<file path="config.mk">
export PLATFORM = sky130hd
export DESIGN_NAME = p3_execute
export DESIGN_NICKNAME = d
export VERILOG_FILES = /design/src/rtl/p3_execute.sv
export SDC_FILE = /design/constraint.sdc
export NUM_CORES = 1
export LEC_CHECK = 0
export ABC_AREA = 0
export CORE_MARGIN = 10
export CORE_UTILIZATION = 40
export DETAILED_ROUTE_END_ITERATION = 10
export PLACE_DENSITY = 0.65
export SLEW_MARGIN = 20
export SYNTH_ARGS = -nofsm -noshare
export SYNTH_HDL_FRONTEND = slang
export SYNTH_SLANG_ARGS = --single-unit
</file>
<file path="constraint.sdc">
create_clock -name clockp3 -period 2.1 [get_ports clockp3]
set_input_delay 0.42 -clock clockp3 [delete_from_list [all_inputs] [get_ports clockp3]]
set_output_delay 0.42 -clock clockp3 [all_outputs]
set_load 0.05 [all_outputs]
</file>
<file path="src/rtl/p3_execute.sv">
// Execute stage: ALU, flag register, branch resolution and squash/halt sequencing.
// All outputs are registered on clockp3, one cycle after the decode inputs.
module p3_execute #(
    parameter int SQUASH_DEPTH = 2
) (
    input  logic        clockp3,
    input  logic        reset_n,
    input  logic [15:0] alu1,
    input  logic [15:0] alu2,
    input  logic [3:0]  opcode,
    input  logic        writereg,
    input  logic [1:0]  memwrite,
    input  logic [2:0]  regaddress,
    input  logic [15:0] address,
    input  logic [15:0] storedata,
    input  logic        isbranch,
    input  logic [2:0]  cond,
    input  logic [15:0] pcp2,
    input  logic [15:0] indata,
    output logic [15:0] result,
    output logic        writeregout,
    output logic [1:0]  memwriteout,
    output logic [2:0]  regaddressout,
    output logic [15:0] addressout,
    output logic [15:0] storedataout,
    output logic        branchtaken,
    output logic [15:0] branchtarget,
    output logic [3:0]  flags,
    output logic [15:0] outdata,
    output logic        outvalid,
    output logic        halted
);
    localparam int CW = (SQUASH_DEPTH < 2) ? 1 : $clog2(SQUASH_DEPTH + 1);

    typedef enum logic [1:0] {RUN, SQUASH, HALT} state_t;

    state_t        state_q;
    logic [CW-1:0] cnt_q;
    logic [3:0]    flags_q;
    logic [15:0]   result_q, addressout_q, storedataout_q, branchtarget_q, outdata_q;
    logic          writeregout_q, branchtaken_q, outvalid_q, halted_q;
    logic [1:0]    memwriteout_q;
    logic [2:0]    regaddressout_q;

    logic          alu_cls, squashed, taken, cond_ok;
    logic          upd_flags, wr_en, is_out, is_hlt;
    logic [15:0]   alu_res, res_d, rol_w;
    logic          c_d, v_d;
    logic [16:0]   add_w, sub_w, sll_w, srl_w, sra_w;
    logic [3:0]    shamt;
    logic [3:0]    flags_d;

    assign alu_cls  = (memwrite == 2'b00) && !isbranch;
    assign squashed = (state_q != RUN);
    assign shamt    = alu1[3:0];

    // Carry/borrow come out of bit 16; shifts use a 17th bit to catch the last bit out.
    assign add_w = {1'b0, alu2} + {1'b0, alu1};
    assign sub_w = {1'b0, alu2} - {1'b0, alu1};
    assign sll_w = {1'b0, alu2} << shamt;
    assign srl_w = {alu2, 1'b0} >> shamt;
    assign sra_w = 17'($signed({alu2, 1'b0}) >>> shamt);
    assign rol_w = (alu2 << shamt) | (alu2 >> (5'd16 - {1'b0, shamt}));

    always_comb begin
        alu_res   = 16'h0000;
        c_d       = 1'b0;
        v_d       = 1'b0;
        upd_flags = 1'b0;
        wr_en     = writereg;
        is_out    = 1'b0;
        is_hlt    = 1'b0;
        case (opcode)
            4'd0: begin
                alu_res = add_w[15:0]; c_d = add_w[16]; upd_flags = 1'b1;
                v_d = (alu2[15] == alu1[15]) && (add_w[15] != alu2[15]);
            end
            4'd1, 4'd5: begin
                alu_res = sub_w[15:0]; c_d = sub_w[16]; upd_flags = 1'b1;
                v_d = (alu2[15] != alu1[15]) && (sub_w[15] != alu2[15]);
                if (opcode == 4'd5) wr_en = 1'b0;
            end
            4'd2:  begin alu_res = alu2 & alu1; upd_flags = 1'b1; end
            4'd3:  begin alu_res = alu2 | alu1; upd_flags = 1'b1; end
            4'd4:  begin alu_res = alu2 ^ alu1; upd_flags = 1'b1; end
            4'd6:  alu_res = alu1;
            4'd8:  begin alu_res = sll_w[15:0]; c_d = sll_w[16]; upd_flags = 1'b1; end
            4'd9:  begin
                alu_res = rol_w; c_d = (shamt != 4'd0) && rol_w[0]; upd_flags = 1'b1;
            end
            4'd10: begin alu_res = srl_w[16:1]; c_d = srl_w[0]; upd_flags = 1'b1; end
            4'd11: begin alu_res = sra_w[16:1]; c_d = sra_w[0]; upd_flags = 1'b1; end
            4'd12: alu_res = indata;
            4'd13: begin is_out = 1'b1; wr_en = 1'b0; end
            4'd15: begin is_hlt = 1'b1; wr_en = 1'b0; end
            default: wr_en = 1'b0;
        endcase
        if (!alu_cls) begin
            upd_flags = 1'b0;
            wr_en     = writereg;
            is_out    = 1'b0;
            is_hlt    = 1'b0;
        end
    end

    assign res_d   = alu_cls ? alu_res : address;
    assign flags_d = {alu_res[15], alu_res == 16'h0000, c_d, v_d};

    // Conditions see the flags as they stood before this edge (flags_q = {S,Z,C,V}).
    always_comb begin
        cond_ok = 1'b0;
        if (cond == 3'd4) cond_ok = 1'b1;
        else if (cond == 3'd7) begin
            case (regaddress)
                3'd0:    cond_ok = flags_q[2];
                3'd1:    cond_ok = flags_q[3] ^ flags_q[0];
                3'd2:    cond_ok = flags_q[2] | (flags_q[3] ^ flags_q[0]);
                3'd3:    cond_ok = !flags_q[2];
                default: cond_ok = 1'b0;
            endcase
        end
    end

    assign taken = !squashed && isbranch && cond_ok;

    always_ff @(posedge clockp3 or negedge reset_n) begin
        if (!reset_n) begin
            state_q         <= RUN;
            cnt_q           <= '0;
            flags_q         <= 4'h0;
            result_q        <= 16'h0000;
            writeregout_q   <= 1'b0;
            memwriteout_q   <= 2'b00;
            regaddressout_q <= 3'd0;
            addressout_q    <= 16'h0000;
            storedataout_q  <= 16'h0000;
            branchtaken_q   <= 1'b0;
            branchtarget_q  <= 16'h0000;
            outdata_q       <= 16'h0000;
            outvalid_q      <= 1'b0;
            halted_q        <= 1'b0;
        end else begin
            result_q        <= res_d;
            regaddressout_q <= regaddress;
            addressout_q    <= address;
            storedataout_q  <= storedata;
            writeregout_q   <= !squashed && wr_en;
            memwriteout_q   <= squashed ? 2'b00 : memwrite;
            outvalid_q      <= !squashed && is_out;
            branchtaken_q   <= taken;
            if (taken) branchtarget_q <= pcp2 + 16'd1 + address;
            if (!squashed && is_out) outdata_q <= alu2;
            if (!squashed && upd_flags) flags_q <= flags_d;
            case (state_q)
                RUN: begin
                    if (is_hlt) begin
                        state_q  <= HALT;
                        halted_q <= 1'b1;
                    end else if (taken && SQUASH_DEPTH > 0) begin
                        state_q <= SQUASH;
                        cnt_q   <= CW'(SQUASH_DEPTH);
                    end
                end
                SQUASH: begin
                    cnt_q <= cnt_q - CW'(1);
                    if (cnt_q <= CW'(1)) state_q <= RUN;
                end
                default: halted_q <= 1'b1;
            endcase
        end
    end

    assign result        = result_q;
    assign writeregout   = writeregout_q;
    assign memwriteout   = memwriteout_q;
    assign regaddressout = regaddressout_q;
    assign addressout    = addressout_q;
    assign storedataout  = storedataout_q;
    assign branchtaken   = branchtaken_q;
    assign branchtarget  = branchtarget_q;
    assign flags         = flags_q;
    assign outdata       = outdata_q;
    assign outvalid      = outvalid_q;
    assign halted        = halted_q;
endmodule
</file>
# Word-level counts from Yosys, hierarchy flattened
# Cells that the tools add are included.
[classes] eq_ne=28 reduce_logical=26 div=0 mux=26 n_shift=5 mul=0 bitwise=7 addsub=6 n_lt_le_gt_ge=1
[op_table] op="$pmux 16 s11" count=1
[op_table] op="$or 16x16->16" count=2
[op_table] op="$eq 4x4->1 const B" count=7
[op_table] op="$reduce_or 10->1" count=2
[op_table] op="$add 16x16->17" count=1
[op_table] op="$shl 16x4->17" count=1
[op_table] op="$shr 17x4->17" count=1
[op_table] op="$sshr 17x4->17" count=1
[op_table] op="$sub 16x16->17" count=1
[op_table] op="$add 16x1->16 const B" count=1
[op_table] op="$add 16x16->16" count=1
[op_table] op="$and 16x16->16" count=1
[op_table] op="$logic_not 16->1" count=1
[op_table] op="$mux 16" count=1
[op_table] op="$shl 16x4->16" count=1
[op_table] op="$shr 16x5->16" count=1
[op_table] op="$xor 16x16->16" count=1
[op_table] op="$eq 4x3->1 const B" count=3
[op_table] op="$mux 2" count=6
[op_table] op="$mux 1" count=11
[op_table] op="$logic_and 1x1->1" count=9
[op_table] op="$eq 4x2->1 const B" count=2
[op_table] op="$ne 2x2->1 const B" count=4
[op_table] op="$pmux 2 s2" count=2
[op_table] op="26 further kinds" count=37
[totals] wordCells=113 romBits=0 out_inout_bits=93 mem_count=0 ff_bits=97 latchBits=0 ramBits=0

# Logic depth before layout (Yosys ltp)
# Gate-level depths: netlist (run 1).
[depth] ltp_word=9 ltp_mapped=15 ltp_nobuf=13

# Least setup slack after synthesis (run 1)
# Ideal clock, no wire load.
[synth_timing] path_kind="input-to-reg" startpoint="input alu1[2]" endpoint="register flags_q[2] (netlist: flags[2])" required_time_ps=2024 path_buffers=3 setup_ps=76 t_arrival_ps=3236 slack_ps=-1213 stages=14 cell_sequence="buf_6 -> clkinv_1 -> buf_1 -> ha_1 -> clkbuf_1 -> or3_1 -> o2111ai_2 -> nand2_2 -> a2111oi_2 -> mux2i_1 -> a211oi_2 -> and4_1 -> nand4_1 -> o21ai_1"
[synth_via] elab_chain_cells=5 word_cells_on_any_way=14 classes_between="add/sub (3); shift (5); mux (1); bitwise (4); reduce/logical (1)"
[synth_rtl] item="start, declared" line_no="8" source="input logic [15:0] alu1,"
[synth_rtl] item="$sub 5x4->5" line_no="63" source="assign rol_w = (alu2 << shamt) | (alu2 >> (5'd16 - {1'b0, shamt}));"
[synth_rtl] item="$shr 16x5->16" line_no="63"
[synth_rtl] item="$or 16x16->16" line_no="63"
[synth_rtl] item="$pmux 16 s11 (*)" line_no="73" source="case (opcode)"
[synth_rtl] item="$logic_not 16->1 (*)" line_no="107" source="assign flags_d = {alu_res[15], alu_res == 16'h0000, c_d, v_d};"
[synth_rtl] item="end signal, assigned" line_no="153" source="if (!squashed && upd_flags) flags_q <= flags_d;"
[synth_rtl] item="end, declared" line_no="39" source="logic [3:0] flags_q;"
# Mark *: on every way between the ends. The rest lies on a longest branch, timed or not.
# A chain may end at the register's enable or synchronous reset.

# Final worst setup path (run 1)
[layout_timing] startpoint="input alu2[2]" endpoint="register flags_q[2] (netlist: flags[2])"
[layout_via] elab_chain_cells=4 word_cells_on_any_way=13 classes_between="add/sub (2); shift (5); mux (1); bitwise (4); reduce/logical (1)"
[layout_rtl] item="start, declared" line_no="9" source="input logic [15:0] alu2,"
[layout_rtl] item="parallel branches: the longest is 2 deep, another holds $sub 16x16->17"
[layout_rtl] item="$pmux 16 s11 (*)" line_no="73"
[layout_rtl] item="$logic_not 16->1 (*)" line_no="107"
# Mark *: on every way between the ends.

==> flow_metrics.tcl, run 1 <==
set metrics [dict create \
    status "finished, violations left" \
    violations "negative setup slack" \
    cts_hold_buf 0 \
    ys_seq_elements 97 \
    setup_viol 24 \
    synthToLayoutAreaGrowth_pct 85.1 \
    dieArea_um2 30400 \
    syn-cell-area_um2 9530 \
    cts_htree_levels 3 \
    nNetsFinal 1897 \
    overflow 0 \
    power_density_nw_per_um2 558 \
    avgRoutedWirePerCell_um 23.9 \
    ios 205 \
    max-cap-violations 0 \
    hold_violations 0 \
    drt_iter0_drc 1116 \
    synth_edf_count 0 \
    setup_slack_ps -635 \
    path_max_fanout 5 \
    ir_drop_mv 0.483 \
    p_leak_nw 7.76 \
    grt_max_degree 34 \
    first_pass_iters 7 \
    async_flop_share_pct 100 \
    start_kind "input port" \
    synth_cells 1098 \
    antenna_left 0 \
    synth_seq_area_share_pct 25.5 \
    critical_path_class "input port to register" \
    drive_above_1_share_pct 48.5 \
    hpwl_mm 36.5 \
    clk_latency_ps 360 \
    layout_common_cells "buf_4 (408), clkdlybuf4s50_1 (152), dfrtp_1 (97)" \
    place_congestion 1.09 \
    yosys_warnings 0 \
    p_total_mw 9.84 \
    worstPathRequired_ps 2380 \
    slew-limit-headroom_pct 50.0 \
    slew_viol_final 0 \
    drcViolationCount 0 \
    start_util_pct 40.6 \
    cts_buffers 9 \
    coreArea_um2 23500 \
    cts_tree "done" \
    grt_pass1_wl_mm 72.9 \
    die_h_um 174 \
    path_clk_slew_ps 80 \
    die_w_um 174 \
    multi_input_area_um2 7950 \
    min_path_type "input port to asynchronous set/reset pin" \
    wl_mm 48.6 \
    cts_buffer_depth 2 \
    ys_types 94 \
    fillers 1685 \
    grt_usage_pct 30.4 \
    grt_pass1_vias 12018 \
    row_count 56 \
    cp.arrival_ps 3020 \
    worst_pin_slew_ps 739 \
    cts.sinks 97 \
    fin_crit_sh_pct 130 \
    final_common_cell "buf_4" \
    postSynthAreaPerCell_um2 8.68 \
    synth_top_flop_cell "dfrtp_1" \
    skew_ps 8.44 \
    grt_setup_unrepaired "yes" \
    min_period_ps 2730 \
    regArea_um2 2430 \
    clockRootBuffer "clkbuf_16" \
    fin_util_pct 75.1 \
    vias 12013 \
    syn_nets 1284 \
    viasPerCell 5.90 \
    worstSetupEndpointType "register" \
    io_buffer_count 204 \
    fmax_mhz 366 \
    antenna_found_initial 1 \
]
[power breakdown]
group          switching (mW)  total, mW  internal (mW)
clock network           0.846       1.68          0.839
logic                    3.22       5.80           2.57
registers               0.174       2.36           2.18
[sequential cells by signal, summed over array words and instances (netlist names)]
name           count
addressout        16
branchtaken        1
branchtarget      16
cnt_q              2
flags              4
halted             1
memwriteout        2
outdata           16
outvalid           1
regaddressout      3
result            16
state_q            2
storedataout      16
writeregout        1
[area by class of cell]
| class | count | area share, % |
|---|---|---|
| Multi-Input combinational cell | 857 | 45.1 |
| Timing Repair Buffer | 687 | 35.5 |
| Sequential cell | 97 | 13.8 |
| Tap cell | 319 | 2.26 |
| Inverter | 59 | 1.71 |
| Clock buffer | 9 | 1.28 |
| Clock inverter | 7 | 0.404 |
| Antenna cell | 2 | 0.0284 |
[cell usage after synthesis, types with 6 or more instances]
| cell | count | area [um2] |
|---|---|---|
| dfrtp_1 | 97 | 2430 |
| nand2_1 | 92 | 345 |
| nor2_1 | 87 | 327 |
| o21ai_0 | 78 | 390 |
| ha_1 | 71 | 888 |
| a21oi_1 | 61 | 305 |
| inv_1 | 56 | 210 |
| clkbuf_1 | 52 | 195 |
| mux2i_1 | 48 | 480 |
| mux4_2 | 29 | 653 |
| nor3_1 | 28 | 140 |
| mux2_2 | 25 | 282 |
| nand3_1 | 22 | 110 |
| buf_2 | 20 | 100 |
| a211oi_1 | 18 | 135 |
| a31oi_1 | 16 | 100 |
| o211ai_1 | 16 | 120 |
| nor2b_1 | 14 | 87.6 |
| xnor2_1 | 14 | 123 |
| nor4_1 | 13 | 81.3 |
| o22ai_1 | 13 | 81.3 |
| nand2b_1 | 11 | 68.8 |
| o221ai_1 | 9 | 78.8 |
| a21o_1 | 8 | 60.1 |
| a22oi_1 | 8 | 60.1 |
| o21a_1 | 8 | 60.1 |
| or2_2 | 8 | 50.1 |
| a221oi_1 | 7 | 61.3 |
| nand4_1 | 7 | 43.8 |
| nor3b_1 | 7 | 52.6 |
| o2111ai_1 | 6 | 52.6 |
| o21bai_1 | 6 | 45.0 |
| o31a_1 | 6 | 52.6 |
[worst paths after layout]
path,startpoint,end,slack [ps],cells past startpoint
min reg2reg,branchtarget[9],branchtarget[9],480,2
min,reset_n,outdata[3],10,1
max reg2reg,flags[0],cnt_q[1],150,8
max,alu2[2],flags[2],-630,13
max in group asynchronous,reset_n,addressout[2],1520,2
min in group clockp3,address[2],addressout[2],360,2
[layer usage]
metal / routed length (um) / share of wire, % / track usage [%] / vias up
met5: 0 / 0 / 0 / -
met4: 2860 / 5.9 / 15.7 / 0
met3: 3950 / 8.1 / 5.11 / 163
met2: 22700 / 47 / 49.8 / 722
met1: 19100 / 39 / 37.6 / 5795
li1: - / - / - / 5333
[worst max-delay path, cell delays in order]
cell	delay, ps
buf_12	100
inv_8	30
ha_4	240
or3_4	420
o2111ai_4	320
nand2_4	100
buf_6	130
a2111oi_4	360
mux2i_1	170
a211oi_4	250
and4_1	240
nand4_1	100
o21ai_1	130
[logic make-up after synthesis]
group / count (synthesis) / share of synthesized area, %
simple gates: 340 / 18.2
fa+ha+maj: 74 / 9.96
compound gates: 319 / 22.6
flops: 97 / 25.5
xor+xnor: 20 / 2.04
buf+inv: 144 / 6.41
mux: 104 / 15.3
[stage by stage]
stage | instance area, um2 | hold WS (ps) | TNS [ps] | setup WS (ps) | instances
2_1_floorplan | 9850 | 124 | -9970 | -793 | 1098
3_3_place_gp | 15000 | 400 | -33900 | -1440 | 1921
3_5_place_dp | 15000 | 407 | -34840 | -1460 | 1921
4_1_cts | 17100 | 18.3 | -6870 | -514 | 2015
5_1_grt | 17600 | 39.9 | -10070 | -753 | 2036
6_report | 17600 | 11.2 | -8470 | -635 | 2037
[timing repair]
action	4_1_cts	5_1_grt
gates cloned	2	0
pin swaps	125	94
buffers inserted	80	33
endpoints found under the setup margin	31	32
resized for setup	392	106
Power figures use the tool's default switching activity.
==> run 2: changes to the inputs <==
- CTS_CLUSTER_SIZE: not set -> 16
==> results of run 2 <==
Final layout, timing and power as in run 1 (identical DEF).
==> run 3: changes to the inputs <==
- HOLD_SLACK_MARGIN: not set -> 0.12
==> flow_metrics.tcl, run 3 (synthesis gave the netlist of run 1 again) <==
set metrics [dict create \
    status "finished, violations left" \
    path_cells "buf_12, inv_12, buf_12, buf_6, fa_2, a222oi_1, and3_1, o211ai_1, nor4_4, buf_4, nand4_1, o21ai_1" \
    slowest_delay_ps 580 \
    fillers 1676 \
    coreArea_um2 23500 \
    grt-busiest-layer "met2" \
    antenna_found_initial 1 \
    critical_path_class "input port to register" \
    critPathMostFrequentCell "buf_12" \
    ir_drop_mv 0.482 \
    regArea_um2 2430 \
    grt_setup_unrepaired "yes" \
    stdcell_count 2047 \
    cts_buffer_depth 2 \
    globalRouteMet3Util_pct 5.05 \
    slew-limit-headroom_pct 49.6 \
    synthToLayoutAreaGrowth_pct 86.6 \
    worstSetupEndpointType "register" \
    cp.arrival_ps 3020 \
    vias 11941 \
    skew_ps 8.06 \
    setup_viol 24 \
    dieArea_um2 30400 \
    multi_input_area_um2 7990 \
    cts.sinks 97 \
    hold_violations 0 \
    violations "negative setup slack" \
    grt_max_degree 34 \
    fin_crit_sh_pct 130 \
    min_period_ps 2740 \
    worstPathRequired_ps 2380 \
    start_kind "input port" \
    io_buffer_count 204 \
    fmax_mhz 365 \
    cts_tree "done" \
    slowest_stage "a222oi_1" \
    start_util_pct 40.6 \
    nNetsFinal 1907 \
    wl_mm 48.7 \
    antenna_left 0 \
    final_area_um2 17800 \
    setup_slack_ps -639 \
    place_inst 1921 \
    p_leak_nw 7.82 \
    grt_pass1_vias 12009 \
    place_congestion 1.09 \
    layout_common_cells "buf_4 (413), clkdlybuf4s50_1 (152), dfrtp_1 (97)" \
    grt_pass1_wl_mm 73.0 \
    clockRootBuffer "clkbuf_16" \
    avgRoutedWirePerCell_um 23.8 \
    first_pass_iters 6 \
    viasPerCell 5.83 \
    drive_above_1_share_pct 48.7 \
    clk_latency_ps 350 \
    min_path_type "input port to register" \
    max-cap-violations 0 \
    slew_viol_final 0 \
    power_density_nw_per_um2 554 \
    worst_pin_slew_ps 745 \
    drt_iter0_drc 1220 \
    final_common_cell "buf_4" \
    row_count 56 \
    use_met1_pct 37.7 \
    hpwl_mm 36.5 \
    path_clk_slew_ps 70 \
    die_h_um 174 \
    die_w_um 174 \
    dpl_cell_area_um2 15000 \
    cts_htree_levels 3 \
    gr-usage-met2_pct 49.9 \
    ios 205 \
    overflow 0 \
    fin_util_pct 75.7 \
    cts_buffers 9 \
    drcViolationCount 0 \
    path_max_fanout 3 \
    grt_usage_pct 30.4 \
]
==> run 3: cell count changes in the layout (fill, tap and decap cells not counted), sizes merged <==
cell,previous run,this run
buf,504,513
clkbuf,13,14
dlygate4sd2,14,13
dlygate4sd3,0,1
==> run 3: power breakdown <==
| part | total, mW | switching [mW] | internal (mW) |
|---|---|---|---|
| Clock | 1.68 | 0.843 | 0.839 |
| Combinational | 5.81 | 3.23 | 2.58 |
| Sequential | 2.36 | 0.174 | 2.18 |
| Total | 9.85 | 4.25 | 5.61 |
==> run 3: critical path, delay by kind of cell <==
kind	cells	cell delay (ps)
AOI/OAI and AO/OA	3	890
buffers and inverters	5	530
adders and majority gates	1	480
and+or+nand+nor	3	690
==> run 3: layout make-up <==
class | count | area share (%)
antenna | 2 | 0.0282
clock buffer | 9 | 1.27
tap | 319 | 2.25
timing repair buffer | 697 | 35.7
inverter | 59 | 1.70
clock inverter | 7 | 0.401
sequential | 97 | 13.7
multi-input combinational | 857 | 45.0
==> run 3: path summary, 6_finish.rpt <==
path | start | end | slack, ps | depth (start not counted)
worst min-delay path | address[2] | addressout[2] | 360 | 2
max in group asynchronous | reset_n | addressout[2] | 970 | 3
min in group asynchronous | reset_n | outdata[12] | 560 | 2
worst min register to register | branchtarget[9] | branchtarget[9] | 480 | 2
worst max-delay path | alu1[1] | flags[2] | -640 | 12
worst max register to register | flags[0] | cnt_q[1] | 180 | 8
==> run 3: what timing repair did <==
item	in CTS	in global routing
pin swaps	125	106
resized for setup	392	115
endpoints found under the hold margin	30	0
hold buffers	1	0
cloned	2	0
setup endpoints to repair	31	32
buffers inserted	80	44
==> run 3: stage by stage <==
| stage | setup slack (ps) | hold WS, ps | setup TNS (ps) | total power, mW |
|---|---|---|---|---|
| 2_1_floorplan | -793 | 124 | -9970 | 5.02 |
| 3_3_place_gp | -1440 | 400 | -33900 | 7.24 |
| 3_5_place_dp | -1460 | 407 | -34840 | 7.29 |
| 4_1_cts | -514 | 371 | -6870 | 9.56 |
| 5_1_grt | -739 | 356 | -9920 | 10.3 |
| 6_report | -639 | 357 | -8450 | 9.85 |
==> run 3: per-layer routing <==
metal | vias to the layer above | wire length [um]
met5 | - | 0
li1 | 5350 | -
met1 | 5759 | 19100
met3 | 150 | 3970
met2 | 682 | 22800
met4 | 0 | 2900
